===== config.mk =====
export PLATFORM = sky130hd
export DESIGN_NAME = hazard_ctrl
export DESIGN_NICKNAME = d
export VERILOG_FILES = /design/src/rtl/hazard_ctrl.sv
export SDC_FILE = /design/constraint.sdc
export NUM_CORES = 1
export LEC_CHECK = 0
export CORE_UTILIZATION = 45
export DETAILED_ROUTE_END_ITERATION = 10
export PLACE_DENSITY = 0.86
export SLEW_MARGIN = 10
export SYNTH_ARGS = -nofsm -noshare
export SYNTH_HDL_FRONTEND = slang
export SYNTH_SLANG_ARGS = --single-unit

===== constraint.sdc =====
create_clock -name clk -period 3.1 [get_ports clk]
set_input_delay 0.62 -clock clk [delete_from_list [all_inputs] [get_ports clk]]
set_output_delay 0.62 -clock clk [all_outputs]
set_load 0.01 [all_outputs]

===== src/rtl/hazard_ctrl.sv =====
// rtl/hazard_ctrl.sv - pipeline hazard unit: forwarding, load-use/branch stalls, data-memory wait FSM
//
// Ports:
//   clk, reset                      rising-edge clock, synchronous active-high reset
//   RsD, RtD, RsE, RtE              source register numbers in D and E
//   WriteRegE/M/W, RegWriteE/M/W    destination register and write enable per stage
//   MemtoRegE, MemtoRegM, BranchD   load-in-E, load-in-M, branch-in-D
//   MemAccessM, MemReadyM           data memory request in M and its completion
//   StallF/D/E/M, FlushE, FlushW    stage holds and bubble inserts (combinational)
//   ForwardAE/BE, ForwardAD/BD      operand selects for E ALU and D comparator (combinational)
//   MemTimeout                      sticky data-memory timeout flag (registered)
//   StallCount                      saturating count of fetch-stall cycles (registered)
module hazard_ctrl #(
    parameter int MAX_WAIT = 15,
    parameter int CNT_W    = 32
) (
    input  logic             clk,
    input  logic             reset,
    input  logic [4:0]       RsD,
    input  logic [4:0]       RtD,
    input  logic [4:0]       RsE,
    input  logic [4:0]       RtE,
    input  logic [4:0]       WriteRegE,
    input  logic [4:0]       WriteRegM,
    input  logic [4:0]       WriteRegW,
    input  logic             RegWriteE,
    input  logic             RegWriteM,
    input  logic             RegWriteW,
    input  logic             MemtoRegE,
    input  logic             MemtoRegM,
    input  logic             BranchD,
    input  logic             MemAccessM,
    input  logic             MemReadyM,
    output logic             StallF,
    output logic             StallD,
    output logic             StallE,
    output logic             StallM,
    output logic             FlushE,
    output logic             FlushW,
    output logic [1:0]       ForwardAE,
    output logic [1:0]       ForwardBE,
    output logic             ForwardAD,
    output logic             ForwardBD,
    output logic             MemTimeout,
    output logic [CNT_W-1:0] StallCount
);

    typedef enum logic [1:0] {S_IDLE, S_WAIT, S_ERR} state_t;

    localparam logic [7:0] MAX_WAIT_L = 8'(MAX_WAIT);

    state_t           r_state;
    logic [7:0]       r_wcnt;
    logic             r_timeout;
    logic [CNT_W-1:0] r_stall_cnt;

    logic w_memstall;
    logic w_lwstall;
    logic w_branchstall;
    logic w_hzstall;

    // Register 0 is hard-wired, so it never forwards; M is newer than W and wins.
    function automatic logic [1:0] fwd_sel(input logic [4:0] src);
        if (src != 5'd0 && src == WriteRegM && RegWriteM)
            return 2'b10;
        else if (src != 5'd0 && src == WriteRegW && RegWriteW)
            return 2'b01;
        else
            return 2'b00;
    endfunction

    always_comb begin
        w_memstall = 1'b0;
        case (r_state)
            S_IDLE:  w_memstall = MemAccessM & ~MemReadyM;
            S_WAIT:  w_memstall = ~MemReadyM;
            S_ERR:   w_memstall = 1'b1;
            default: w_memstall = 1'b0;
        endcase
    end

    assign w_lwstall     = MemtoRegE & ((RtE == RsD) | (RtE == RtD));
    assign w_branchstall = BranchD &
                           ((RegWriteE & ((WriteRegE == RsD) | (WriteRegE == RtD))) |
                            (MemtoRegM & ((WriteRegM == RsD) | (WriteRegM == RtD))));
    // A memory stall freezes the whole pipe, so a pending load-use/branch hazard
    // simply stays on the inputs and is re-evaluated once memory completes.
    assign w_hzstall     = ~w_memstall & (w_lwstall | w_branchstall);

    always_comb begin
        StallF    = 1'b0;
        StallD    = 1'b0;
        StallE    = 1'b0;
        StallM    = 1'b0;
        FlushE    = 1'b0;
        FlushW    = 1'b0;
        ForwardAE = 2'b00;
        ForwardBE = 2'b00;
        ForwardAD = 1'b0;
        ForwardBD = 1'b0;
        if (!reset) begin
            StallF    = w_memstall | w_hzstall;
            StallD    = w_memstall | w_hzstall;
            StallE    = w_memstall;
            StallM    = w_memstall;
            FlushE    = w_hzstall;
            FlushW    = w_memstall;
            ForwardAE = fwd_sel(RsE);
            ForwardBE = fwd_sel(RtE);
            ForwardAD = (RsD != 5'd0) && (RsD == WriteRegM) && RegWriteM;
            ForwardBD = (RtD != 5'd0) && (RtD == WriteRegM) && RegWriteM;
        end
    end

    always_ff @(posedge clk) begin
        if (reset) begin
            r_state     <= S_IDLE;
            r_wcnt      <= 8'd0;
            r_timeout   <= 1'b0;
            r_stall_cnt <= '0;
        end else begin
            if (StallF && r_stall_cnt != {CNT_W{1'b1}})
                r_stall_cnt <= r_stall_cnt + CNT_W'(1);
            case (r_state)
                S_IDLE: begin
                    if (MemAccessM && !MemReadyM) begin
                        r_state <= S_WAIT;
                        r_wcnt  <= 8'd1;
                    end
                end
                S_WAIT: begin
                    if (MemReadyM) begin
                        r_state <= S_IDLE;
                        r_wcnt  <= 8'd0;
                    end else begin
                        r_wcnt <= r_wcnt + 8'd1;
                        if (r_wcnt + 8'd1 == MAX_WAIT_L) begin
                            r_state   <= S_ERR;
                            r_timeout <= 1'b1;
                        end
                    end
                end
                S_ERR: begin
                    r_state <= S_ERR;
                end
                default: begin
                    r_state <= S_IDLE;
                    r_wcnt  <= 8'd0;
                end
            endcase
        end
    end

    assign MemTimeout = r_timeout;
    assign StallCount = r_stall_cnt;

endmodule


==> results_dict.tcl <==
set metrics [dict create \
    grt_usage_pct 24.2 \
    critPathRequiredTime_ns 2.48 \
    syn_area_um2 2960 \
    cp-start-kind "primary input" \
    post-route-period-util_pct 97.4 \
    yosysTopAreaCellShare_pct 29.0 \
    ant_nets 0 \
    io_buffers 89 \
    crit_fanout 4 \
    avgSynthCellArea_um2 7.82 \
    hold_class "reg2reg" \
    multi_input_area_um2 2010 \
    drive_above_1_share_pct 12.9 \
    p_int_w 0.00103 \
    place_area_um2 4090 \
    maxSlewViolCount 0 \
    cts_tree "built" \
    synthFlopType "dfxtp_1" \
    synth.area.top_cells "dfxtp_1 (29%), xnor2_1 (13%), a21oi_1 (6.4%)" \
    total_leakage_power_nw 1.57 \
    cts_sinks 43 \
    std_cell_rows 29 \
    grt_max_degree 52 \
    synth_area_leader_cell "dfxtp_1" \
    fp.dieW_um 83.2 \
    clock_power_share_pct 37.8 \
    worstMarginPinSlew_ns 0.589 \
    synth-seq-cells 43 \
    htree_num_levels 2 \
    drt_pass1_iterations 6 \
    crit_arrival_ns 2.40 \
    yosys_warnings 0 \
    switching_power_w 0.000346 \
    fin_util_pct 67.2 \
    syn_nets 427 \
    clk_pin_slew_worst_paths_ns 0.08 \
    drc 0 \
    fmax_mhz 331 \
    clk_latency_ns 0.30 \
    worstSetupPathType "in2out" \
    setup_viol 0 \
    antenna_found_initial 0 \
    fill_cells 490 \
    clk_root_buffer_cell "clkbuf_8" \
    async_reset_ff_share_pct 0 \
    design_area_um2 4270 \
    ios 90 \
    critPathCaptureType "output port" \
    grt_overflow_total 0 \
    hpwlAfterDp_mm 6.37 \
    max_slew_margin_pct 60.4 \
    initial_core_util_pct 46.7 \
    cts_buffers 5 \
    synth_edf_count 0 \
    cts_hold_buf 0 \
    grt_pass1_vias 3210 \
    core_um2 6350 \
    drt_iter0_markers 203 \
    ys_seq_area_share_pct 29.0 \
    antennaDiodeCount 0 \
    viasPerCell 5.61 \
    syn2layout_area_growth_pct 44.0 \
    netSwitchingFraction_pct 25.1 \
    vias 3168 \
    peakVddDrop_mv 0.382 \
    rrSetupSlack_ns 0.55 \
    fin_nets 535 \
    grt_pass1_wl_mm 14.1 \
    dieArea_um2 6920 \
    syn_inst 379 \
    drv_cap 0 \
    synthTopCellsByCount "xnor2_1 (44), dfxtp_1 (43), a21oi_1 (38)" \
    p_per_area_nw_per_um2 323 \
    seq_area_um2 861 \
    hold_viol_final 0 \
    synth_most_common_cell "xnor2_1" \
    place.gp.congestion 0.971 \
    outcome "complete, no violations" \
    period_minus_slack_ns 3.02 \
    synth_cell_types 44 \
    combPwrFrac_pct 21.2 \
    power_frac_seq_pct 40.9 \
    detail_route.wl_per_cell_um 14.7 \
    die_h_um 83.2 \
    clockBufferDepth 2 \
    finClkSkew_ns 0.0125 \
    wirelength_mm 8.32 \
]
-- final timing paths --
kind	start	to	cells after the start
worst min-delay path	MemTimeout	MemTimeout	2
worst min register to register	MemTimeout	MemTimeout	2
worst max register to register	StallCount[6]	StallCount[27]	7
worst max-delay path	WriteRegM[0]	StallF	8
-- registers in the layout, summed over array words and instances (netlist names) --
name,flops
r_state,2
r_wcnt,8
MemTimeout,1
StallCount,32
-- critical path: stages --
cell and delay [ns]:
clkdlybuf4s50_1 0.55, buf_4 0.17, xor2_1 0.14, nor2_1 0.07, and3_1 0.21, o31ai_4 0.25
a21oi_2 0.09, dlygate4sd2_1 0.29
-- stage by stage --
step                      cells  setup slack [ns]  total power [W]  TNS, ns  hold WS, ns
after floorplan             379             0.554         0.000716        0        0.470
final                       565            0.0814          0.00138        0        0.456
after global placement      556            -0.209         0.000853    -1.13        0.440
after detailed placement    556            -0.331         0.000863    -4.00        0.452
after global routing        565           -0.0110          0.00143  -0.0185        0.502
after CTS                   564            0.0150          0.00138        0        0.464
-- logic make-up after synthesis --
group                    share of synthesized area [%]
buffers and inverters                             4.22
multiplexers                                      2.66
AND/OR/NAND/NOR                                   30.3
flip-flops                                        29.0
XOR/XNOR                                          16.0
adder cells (fa/ha/maj)                           1.27
AO/OA/AOI/OAI                                     16.5
-- layout make-up --
class	instances	area share [%]
multi-input combinational	308	47.2
timing repair buffer	122	26.6
sequential	43	20.2
tap	77	2.26
clock buffer	6	1.70
clock inverter	2	1.41
inverter	7	0.616
-- layout by cell type (no fill, tap or decap), types with 3 or more instances in the layout --
cell,instances
inv_1,7
o31ai_1,6
clkdlybuf4s50_1,73
and3_1,10
nand4b_1,3
mux2_2,4
xor2_1,10
dlymetal6s2s_1,7
dfxtp_1,43
mux2_1,3
a211oi_1,4
buf_4,33
a21oi_1,37
nand3_1,26
nand2_1,25
nor4_1,7
nor2b_1,12
ha_1,3
or3_1,15
dlygate4sd2_1,7
nand2b_1,3
nor2_1,30
xnor2_1,44
clkbuf_8,5
o21ai_0,20
nor3_1,4
or4_1,9
nand4_1,8
-- metal layers --
metal	GRT usage (%)	vias to the layer above	share of wire (%)
li1	-	1571	-
met3	4.08	18	4.8
met4	8.46	0	1.8
met2	44.5	112	51
met5	0	-	0
met1	28.0	1467	42
-- power by group through the flow --
stage	sequential, W	clock (W)	combinational [W]
after floorplan	0.000577	0	0.000139
after global placement	0.000577	0	0.000276
after detailed placement	0.000578	0	0.000286
after CTS	0.000565	0.000528	0.000287
after global routing	0.000566	0.000549	0.000316
final	0.000565	0.000522	0.000293
-- timing repair --
action	CTS	global route
setup endpoints to repair	7	6
buffers inserted	0	1
pin swaps	1	4
gates resized for setup	12	13
Power figures use the tool's default switching activity.
